===== src/rtl/uart_pkg.sv =====
// Shared UART definitions used by both the TX and RX sides.
// Defining UART_TX_PARITY_EN adds the PARITY transmit state.
package uart_pkg;

  typedef enum logic [2:0] {
    IDLE,
    LOAD,
    START,
    DATA,
    STOP
`ifdef UART_TX_PARITY_EN
    ,
    PARITY
`endif
  } tx_state_t;

  localparam logic IDLE_LEVEL  = 1'b1;
  localparam logic START_LEVEL = 1'b0;

endpackage


===== src/rtl/uart_baud_tick.sv =====
// Free-running bit-period counter: tick_o marks the last clock of each bit.
// A synchronous clear restarts the period so bit timing aligns to a frame start.
module uart_baud_tick #(
  parameter int CLKS_PER_BIT = 434
) (
  input  logic clk,
  input  logic rst,
  input  logic clr_i,
  output logic tick_o
);

  localparam int               CNT_W = (CLKS_PER_BIT > 1) ? $clog2(CLKS_PER_BIT) : 1;
  localparam logic [CNT_W-1:0] LAST  = CNT_W'(CLKS_PER_BIT - 1);

  logic [CNT_W-1:0] cnt_q, cnt_d;

  assign tick_o = (cnt_q == LAST);

  always_comb begin
    cnt_d = cnt_q + CNT_W'(1);
    if (clr_i || tick_o) cnt_d = '0;
  end

  always_ff @(posedge clk) begin
    if (rst) cnt_q <= '0;
    else     cnt_q <= cnt_d;
  end

endmodule


===== src/rtl/uart_tx_frame.sv =====
// UART transmit framer: pops one byte per frame from the TX FIFO and sends it LSB first.
// Build option UART_TX_PARITY_EN inserts an even-parity bit between the data and stop bits.
module uart_tx_frame
  import uart_pkg::*;
#(
  parameter int CLKS_PER_BIT = 434,
  parameter int DATA_BITS    = 8
) (
  input  logic                 clk,
  input  logic                 rst,
  input  logic                 enable_tx,
  input  logic                 fifo_empty,
  input  logic [DATA_BITS-1:0] fifo_data,
  output logic                 fifo_rd,
  output logic                 tx,
  output logic                 busy,
  output logic                 frame_done
);

  localparam logic [2:0] LAST_BIT = 3'(DATA_BITS - 1);

  tx_state_t            state_q, state_d;
  logic [DATA_BITS-1:0] shreg_q, shreg_d;
  logic [2:0]           bit_q, bit_d;
  logic                 baud_clr;
  logic                 baud_tick;
`ifdef UART_TX_PARITY_EN
  logic                 par_q, par_d;
`endif

  uart_baud_tick #(
    .CLKS_PER_BIT(CLKS_PER_BIT)
  ) u_baud (
    .clk   (clk),
    .rst   (rst),
    .clr_i (baud_clr),
    .tick_o(baud_tick)
  );

  always_comb begin
    state_d    = state_q;
    shreg_d    = shreg_q;
    bit_d      = bit_q;
`ifdef UART_TX_PARITY_EN
    par_d      = par_q;
`endif
    fifo_rd    = 1'b0;
    tx         = IDLE_LEVEL;
    busy       = 1'b1;
    frame_done = 1'b0;
    baud_clr   = 1'b0;
    case (state_q)
      IDLE: begin
        busy     = 1'b0;
        baud_clr = 1'b1;
        // Gated by rst so a pop is never issued in a cycle whose state change is discarded.
        if (enable_tx && !fifo_empty && !rst) begin
          fifo_rd = 1'b1;
          busy    = 1'b1;
          state_d = LOAD;
        end
      end
      LOAD: begin
        shreg_d  = fifo_data;
        bit_d    = '0;
        baud_clr = 1'b1;
`ifdef UART_TX_PARITY_EN
        par_d    = ^fifo_data;
`endif
        state_d  = START;
      end
      START: begin
        tx = START_LEVEL;
        if (baud_tick) state_d = DATA;
      end
      DATA: begin
        tx = shreg_q[0];
        if (baud_tick) begin
          shreg_d = shreg_q >> 1;
          if (bit_q == LAST_BIT) begin
            bit_d = '0;
`ifdef UART_TX_PARITY_EN
            state_d = PARITY;
`else
            state_d = STOP;
`endif
          end else begin
            bit_d = bit_q + 3'd1;
          end
        end
      end
`ifdef UART_TX_PARITY_EN
      PARITY: begin
        tx = par_q;
        if (baud_tick) state_d = STOP;
      end
`endif
      STOP: begin
        tx = IDLE_LEVEL;
        if (baud_tick) begin
          frame_done = 1'b1;
          state_d    = IDLE;
        end
      end
      default: state_d = IDLE;
    endcase
  end

  always_ff @(posedge clk) begin
    if (rst) begin
      state_q <= IDLE;
      bit_q   <= '0;
    end else begin
      state_q <= state_d;
      bit_q   <= bit_d;
    end
  end

  // Payload registers carry no reset: they are always loaded in LOAD before use.
  always_ff @(posedge clk) begin
    shreg_q <= shreg_d;
`ifdef UART_TX_PARITY_EN
    par_q   <= par_d;
`endif
  end

endmodule


===== config.mk =====
export PLATFORM = sky130hd
export DESIGN_NAME = uart_tx_frame
export DESIGN_NICKNAME = d
export VERILOG_FILES = /design/src/rtl/uart_pkg.sv /design/src/rtl/uart_baud_tick.sv /design/src/rtl/uart_tx_frame.sv
export SDC_FILE = /design/constraint.sdc
export NUM_CORES = 1
export LEC_CHECK = 0
export BUFFER_PORTS_ARGS = -buffer_cell sky130_fd_sc_hd__buf_2
export CAP_MARGIN = 10
export CORE_MARGIN = 5
export CORE_UTILIZATION = 58
export CTS_BUF_LIST = sky130_fd_sc_hd__clkbuf_8
export CTS_CLUSTER_SIZE = 30
export DETAILED_ROUTE_END_ITERATION = 7
export GPL_TIMING_DRIVEN = 0
export PLACE_DENSITY = 0.91
export SLEW_MARGIN = 10
export SYNTH_ARGS = -nofsm -noshare
export SYNTH_HDL_FRONTEND = slang
export SYNTH_SLANG_ARGS = --single-unit

===== constraint.sdc =====
create_clock -name clk -period 2.2 [get_ports clk]
set_input_delay 0 -clock clk [delete_from_list [all_inputs] [get_ports clk]]
set_output_delay 0 -clock clk [all_outputs]
set_load 0.05 [all_outputs]

==> insert_results.sql, run 1 <==
INSERT INTO impl_metrics (metric_group, metric, value, unit) VALUES
('status', 'outcome', 'complete, no violations', ''),
('yosys', 'syn_area', '1140', 'sq um'),
('cells_and_area', 'final_area', '1310', 'sq um'),
('sta', 'worst_slew_pin_slew', '0.574', 'ns'),
('yosys', 'synth_seq_cells', '23', ''),
('critical_path', 'arrival', '1.93', 'ns'),
('place', 'detailedPlacementHpwl', '1570', 'um'),
('drt', 'avgViaCountPerCell', '5.37', ''),
('worst_hold_path', 'min-delay-path-class', 'in2reg', ''),
('sta', 'finalWorstPathRequiredPeriod', '1.99', 'ns'),
('yosys', 'synth.cells.most_frequent', 'sky130_fd_sc_hd__dfxtp_1, sky130_fd_sc_hd__nor2_1, sky130_fd_sc_hd__edfxtp_1, sky130_fd_sc_hd__nand2_1, sky130_fd_sc_hd__mux2_2', ''),
('place', 'place.gp.congestion', '0.803', ''),
('global_route', 'track_usage', '16.5', '%'),
('critical_path', 'worst-endpoint-required', '2.14', 'ns'),
('cells_and_area', 'multi_input_logic_area', '584', 'sq um'),
('cts', 'hold_buffers', '0', ''),
('cells_and_area', 'register_area', '541', 'sq um'),
('place', 'placed_cells_incl_taps', '152', ''),
('floorplan', 'initial_core_util', '59.5', '%'),
('global_route', 'initial_antenna_violation_count', '0', ''),
('cts', 'cts-root-buf', 'sky130_fd_sc_hd__clkbuf_8', ''),
('power', 'vdd_drop_max', '0.634', 'mV'),
('place', 'dpl_cell_area', '1250', 'sq um'),
('yosys', 'synth_top_area_cell', 'sky130_fd_sc_hd__dfxtp_1', ''),
('cts', 'clk_path_buf_depth', '2', ''),
('yosys', 'main_area_contributors_after_synthesis', 'sky130_fd_sc_hd__dfxtp_1, sky130_fd_sc_hd__edfxtp_1, sky130_fd_sc_hd__mux2_2, sky130_fd_sc_hd__nor2_1, sky130_fd_sc_hd__ha_1', ''),
('sta', 'max_freq', '502', 'MHz'),
('drt', 'drt_iter0_drc', '4', ''),
('yosys', 'syn_inst', '110', ''),
('yosys', 'async_sr_flop_fraction', '0', '%'),
('floorplan', 'core', '1920', 'sq um'),
('drt', 'wirelength', '2030', 'um'),
('cts', 'htreeDepth', '1', ''),
('critical_path', 'critical_path.slowest_cell', 'sky130_fd_sc_hd__nor4_4', ''),
('yosys', 'synthesis.yosys.warnings', '0', ''),
('floorplan', 'die_height', '54.4', 'um'),
('critical_path', 'end_kind', 'flip-flop', ''),
('drt', 'ant_nets', '0', ''),
('cts', 'clock_latency_at_the_later_pin_of_the_worst_skew_pair', '0.26', 'ns'),
('critical_path', 'worstSetupPathType', 'reg2reg', ''),
('drt', 'routed_wire_length_per_instance', '13.0', 'um'),
('cells_and_area', 'flow.area_growth_from_synthesis', '14.4', '%'),
('floorplan', 'floorplan.die.width', '54.4', 'um'),
('global_route', 'vias_in_the_first_global_route', '874', ''),
('floorplan', 'die_area', '2960', 'sq um'),
('sta', 'timing.final.setup_violations', '0', ''),
('yosys', 'share_of_the_yosys_chip_area_belonging_to_registers', '47.3', '%'),
('cts', 'cts_sinks', '23', ''),
('drt', 'drt_drc_violations_left', '0', ''),
('global_route', 'grt_max_degree', '13', ''),
('critical_path', 'timing.critical_path.max_delay_family', 'simple AND/OR/NAND/NOR gates', ''),
('sta', 'fin_skew', '0.000699', 'ns'),
('sta', 'rsz0062_at_grt', 'false', ''),
('job', 'max_cap_viol_count', '0', ''),
('yosys', 'post_synth.cell_area_avg', '10.4', 'sq um'),
('yosys', 'synth.distinct_cells', '31', ''),
('drt', 'drt_pre_antenna_iters', '4', ''),
('power', 'leakage', '0.499', 'nW'),
('cts', 'cts_made_buffers', '3', ''),
('cts', 'clock_tree_from_tritoncts', 'done', ''),
('yosys', 'synth.net_count', '126', ''),
('global_route', 'grt_overflow', '0', ''),
('place', 'port_buffers', '15', ''),
('cells_and_area', 'proportion_of_layout_cells_with_a_drive_suffix_above_1', '26.4', '%'),
('floorplan', 'placementRows', '16', ''),
('cells_and_area', 'finish.net_count', '146', ''),
('cts', 'clkSlewWorstSetupHoldPaths', '0.07', 'ns'),
('cells_and_area', 'stdcell_count', '156', ''),
('sta', 'period_share', '90.5', '%'),
('power', 'pwr_density_cell', '856', 'nW/um^2'),
('yosys', 'synthDominantCellAreaShare', '26.3', '%');
[layout by cell type, fill, tap and decap left out]
cell type	Yosys	final
sky130_fd_sc_hd__a21oi_1	2	1
sky130_fd_sc_hd__a21oi_4	0	1
sky130_fd_sc_hd__a41oi_1	1	1
sky130_fd_sc_hd__and2_0	2	2
sky130_fd_sc_hd__and2_1	1	1
sky130_fd_sc_hd__and3_2	1	1
sky130_fd_sc_hd__and4b_1	1	1
sky130_fd_sc_hd__buf_2	3	18
sky130_fd_sc_hd__clkbuf_1	2	2
sky130_fd_sc_hd__clkbuf_8	0	3
sky130_fd_sc_hd__dfxtp_1	15	15
sky130_fd_sc_hd__edfxtp_1	8	8
sky130_fd_sc_hd__ha_1	4	4
sky130_fd_sc_hd__inv_1	2	3
sky130_fd_sc_hd__mux2_1	2	2
sky130_fd_sc_hd__mux2_2	7	7
sky130_fd_sc_hd__mux2i_1	3	3
sky130_fd_sc_hd__nand2_1	8	8
sky130_fd_sc_hd__nand2b_1	2	2
sky130_fd_sc_hd__nand3_1	2	2
sky130_fd_sc_hd__nand3b_1	4	4
sky130_fd_sc_hd__nand4b_2	1	1
sky130_fd_sc_hd__nor2_1	15	15
sky130_fd_sc_hd__nor2b_1	4	4
sky130_fd_sc_hd__nor3_1	4	4
sky130_fd_sc_hd__nor3b_1	1	1
sky130_fd_sc_hd__nor4_4	1	1
sky130_fd_sc_hd__o211ai_2	1	1
sky130_fd_sc_hd__o21ai_0	4	4
sky130_fd_sc_hd__or3_2	1	1
sky130_fd_sc_hd__or4_1	1	1
sky130_fd_sc_hd__xnor2_1	5	5
sky130_fd_sc_hd__xor2_1	2	2
[cell type report]
class	instances	area share (%)
flip-flops and latches	23	41.3
clock inverters	1	0.287
well taps	27	2.58
clock buffers	3	3.15
inverters	2	0.574
plain buffers	5	1.72
repair buffers	15	5.74
multi-input cells	80	44.6
[logic make-up after synthesis]
family	after synthesis	share of synthesized area, %
XOR/XNOR	7	5.36
buffers and inverters	7	2.63
AO/OA/AOI/OAI	8	4.49
AND/OR/NAND/NOR	49	24.4
multiplexers	12	11.5
flip-flops	23	47.3
adder cells (fa/ha/maj)	4	4.38
[power breakdown]
group	internal, mW	switching, mW	total (mW)
logic	0.116	0.234	0.351
registers	0.507	0.0142	0.521
clock network	0.124	0.123	0.248
[routing by layer]
| metal | global-route usage, % | up-vias | wire length [um] |
|---|---|---|---|
| li1 | - | 423 | - |
| met1 | 16.5 | 394 | 830 |
| met2 | 30.9 | 14 | 1090 |
| met3 | 3.27 | 6 | 67 |
| met4 | 9.96 | 0 | 40 |
| met5 | 0 | - | 0 |
[per-stage QoR]
| stage | hold WS, ns | worst slack, ns | utilization [%] | power [mW] |
|---|---|---|---|---|
| after global routing | 0.0335 | 0.0696 | 68.1 | 1.20 |
| after floorplan | 0.198 | 0.280 | - | 0.791 |
| after CTS | 0.0308 | 0.102 | 67.7 | 1.13 |
| after global placement | 0.281 | 0.0416 | 65.2 | 0.852 |
| final | 0.0307 | 0.209 | 68.1 | 1.12 |
| after detailed placement | 0.306 | -0.113 | 65.2 | 0.874 |
[sequential cells by signal, summed over array words and instances (netlist names)]
signal and count:
bit_q 3, u_baud.cnt_q 9, shreg_q 8, state_q 3
[worst paths after layout]
kind / start / endpoint / slack, ns / depth (start not counted)
worst max-delay path: u_baud.cnt_q[0] / shreg_q[1] / 0.21 / 5
worst min-delay path: fifo_data[7] / shreg_q[7] / 0.03 / 2
worst max register to register: u_baud.cnt_q[0] / shreg_q[1] / 0.21 / 5
worst min register to register: u_baud.cnt_q[0] / u_baud.cnt_q[0] / 0.47 / 1
[repair_timing]
action / CTS / global route
gates resized for setup: 1 / 1
setup buffers: 0 / 0
endpoints found under the setup margin: 8 / 8
cloned: 0 / 0
Note: power is estimated with default switching activity, not from simulation.
==> run 2: changes to the inputs <==
- SETUP_SLACK_MARGIN: unset -> 0.3
==> insert_results.sql, run 2 (synthesis results as in run 1) <==
INSERT INTO impl_metrics (metric_group, metric, value, unit) VALUES
('global_route', 'grt_pass1_wl', '3400', 'um'),
('cts', 'cts_sinks', '23', ''),
('floorplan', 'core', '1920', 'sq um'),
('cells_and_area', 'finish.net_count', '147', ''),
('floorplan', 'die_area', '2960', 'sq um'),
('sta', 'tns', '0', 'ns'),
('sta', 'finalHoldViolations', '0', ''),
('cts', 'clock_tree_from_tritoncts', 'done', ''),
('worst_hold_path', 'min_delay_path_depth', '2', ''),
('worst_hold_path', 'worstHoldEndpoint', 'shreg_q[7]', ''),
('power', 'leakage', '0.505', 'nW'),
('floorplan', 'initial_core_util', '59.5', '%'),
('critical_path', 'worst-endpoint-required', '2.39', 'ns'),
('place', 'port_buffers', '15', ''),
('critical_path', 'worstSetupPathType', 'reg2reg', ''),
('sta', 'finalWorstPathRequiredPeriod', '1.75', 'ns'),
('cells_and_area', 'multi_input_logic_area', '584', 'sq um'),
('cells_and_area', 'nFillCells', '156', ''),
('power', 'pwr_density_cell', '846', 'nW/um^2'),
('place', 'placed_cells_incl_taps', '152', ''),
('drt', 'routed_wire_length_per_instance', '12.4', 'um'),
('sta', 'max_freq', '573', 'MHz'),
('sta', 'fin_skew', '0.00288', 'ns'),
('critical_path', 'reg_to_reg_setup_timing_slack', '0.45', 'ns'),
('cells_and_area', 'proportion_of_layout_cells_with_a_drive_suffix_above_1', '26.9', '%'),
('cts', 'clkSlewWorstSetupHoldPaths', '0.08', 'ns'),
('drt', 'drt_iter0_drc', '14', ''),
('floorplan', 'floorplan.die.width', '54.4', 'um'),
('sta', 'report.final.slew_viol_count', '0', ''),
('cells_and_area', 'insertedDiodeCount', '0', ''),
('place', 'preCtsSetupSlack', '0.109', 'ns'),
('global_route', 'vias_in_the_first_global_route', '864', ''),
('floorplan', 'die_height', '54.4', 'um'),
('job', 'max_cap_viol_count', '0', ''),
('worst_hold_path', 'timing.hold.worst.start', 'fifo_data[7]', ''),
('cells_and_area', 'flow.area_growth_from_synthesis', '15.1', '%'),
('cells_and_area', 'layout_commonest_cell', 'sky130_fd_sc_hd__buf_2', ''),
('cells_and_area', 'largest_registers', 'u_baud.cnt_q x9, shreg_q x8', ''),
('global_route', 'initial_antenna_violation_count', '0', ''),
('sta', 'worst_slew_margin_rel', '73.4', '%'),
('cells_and_area', 'final_cell_mix', 'sky130_fd_sc_hd__buf_2, sky130_fd_sc_hd__nor2_1, sky130_fd_sc_hd__dfxtp_1', ''),
('global_route', 'track_usage', '15.8', '%'),
('critical_path', 'critical_path.startpoint_type', 'flip-flop', ''),
('drt', 'ant_nets', '0', ''),
('global_route', 'grt_max_degree', '13', ''),
('sta', 'period_share', '79.4', '%'),
('worst_hold_path', 'min-delay-path-class', 'in2reg', ''),
('drt', 'drt_pre_antenna_iters', '4', ''),
('cts', 'cts_made_buffers', '3', ''),
('status', 'outcome', 'complete, no violations', ''),
('cts', 'clock_latency_at_the_later_pin_of_the_worst_skew_pair', '0.25', 'ns'),
('drt', 'detailroute.via_count', '829', ''),
('cts', 'htreeDepth', '1', ''),
('cells_and_area', 'largest-register', 'u_baud.cnt_q', ''),
('sta', 'worst_slew_pin_slew', '0.399', 'ns'),
('floorplan', 'pin_count', '16', ''),
('global_route', 'grt_overflow', '0', ''),
('sta', 'setup_slack', '0.454', 'ns'),
('place', 'place.gp.congestion', '0.780', ''),
('cells_and_area', 'largest_register_ff_count', '9', ''),
('floorplan', 'placementRows', '16', ''),
('power', 'vdd_drop_max', '0.500', 'mV'),
('critical_path', 'critical_path.reg2reg.startpoint', 'u_baud.cnt_q[1]', ''),
('cells_and_area', 'stdcell_count', '157', ''),
('cts', 'cts-root-buf', 'sky130_fd_sc_hd__clkbuf_8', ''),
('drt', 'wirelength', '1950', 'um'),
('critical_path', 'worst-r2r-cell-count', '8', ''),
('drt', 'avgViaCountPerCell', '5.28', ''),
('cts', 'clk_path_buf_depth', '2', ''),
('critical_path', 'end_kind', 'flip-flop', ''),
('sta', 'rsz0062_at_grt', 'false', ''),
('cells_and_area', 'register_area', '541', 'sq um'),
('sta', 'timing.final.setup_violations', '0', ''),
('critical_path', 'cp_max_fo', '9', ''),
('critical_path', 'r2r_end', 'u_baud.cnt_q[2]', ''),
('critical_path', 'arrival', '1.94', 'ns'),
('drt', 'drt_drc_violations_left', '0', ''),
('place', 'detailedPlacementHpwl', '1500', 'um');
run 2: changes by cell type in the layout (fill, tap and decap cells not counted), sizes merged:
cell / before / now
buf: 18 / 19
run 2: worst max-delay path: stages (launching register included):
cell and delay (ns):
sky130_fd_sc_hd__dfxtp_1 0.36, sky130_fd_sc_hd__inv_1 0.05, sky130_fd_sc_hd__ha_1 0.17, sky130_fd_sc_hd__nand2_1 0.11
sky130_fd_sc_hd__nor4_4 0.06, sky130_fd_sc_hd__buf_4 0.18, sky130_fd_sc_hd__or3_2 0.44, sky130_fd_sc_hd__buf_2 0.19
sky130_fd_sc_hd__nor2_1 0.12
run 2: routing by layer:
metal	global-route usage (%)	share of wire, %	vias to the layer above
li1	-	-	419
met1	16.8	42	392
met2	30.1	53	16
met3	3.27	4.2	2
met4	6.22	1.2	0
met5	0	0	-
run 2: how the worst max path moves through the flow:
stage               startpoint              end  slack, ns  depth (start not counted)
2_1_floorplan       state_q[1]       state_q[0]       0.37                          4
3_3_place_gp   u_baud.cnt_q[0]       shreg_q[7]       0.25                          5
3_5_place_dp   u_baud.cnt_q[0]       shreg_q[5]       0.11                          5
4_1_cts        u_baud.cnt_q[1]  u_baud.cnt_q[4]       0.44                          8
5_1_grt        u_baud.cnt_q[1]  u_baud.cnt_q[2]       0.32                          8
6_report       u_baud.cnt_q[1]  u_baud.cnt_q[2]       0.45                          8
run 2: layout make-up:
class | count | share of cell area (%)
multi-input combinational | 80 | 44.4
inverter | 2 | 0.570
sequential | 23 | 41.1
clock inverter | 1 | 0.285
buffer | 5 | 1.71
timing repair buffer | 16 | 6.27
clock buffer | 3 | 3.14
tap | 27 | 2.57
run 2: per-stage QoR:
step	utilization (%)	total power, mW	hold slack [ns]	instance area [sq um]
global route	68.5	1.19	0.0150	1320
global placement	65.4	0.854	0.281	1260
finish	68.5	1.11	0.0229	1320
floorplan	-	0.795	0.198	1150
detailed placement	65.4	0.873	0.289	1260
CTS	68.5	1.13	0.0214	1320
run 2: what timing repair did:
| item | in CTS | in global routing |
|---|---|---|
| gates resized for setup | 1 | 0 |
| setup endpoints to repair | 9 | 0 |
| buffers inserted | 1 | 0 |
| hold buffers | 0 | 0 |
run 2: power by group:
part,internal [mW],leakage (nW),switching [mW]
Combinational,0.116,0.282,0.231
Sequential,0.507,0.195,0.0135
Clock,0.124,0.0269,0.121
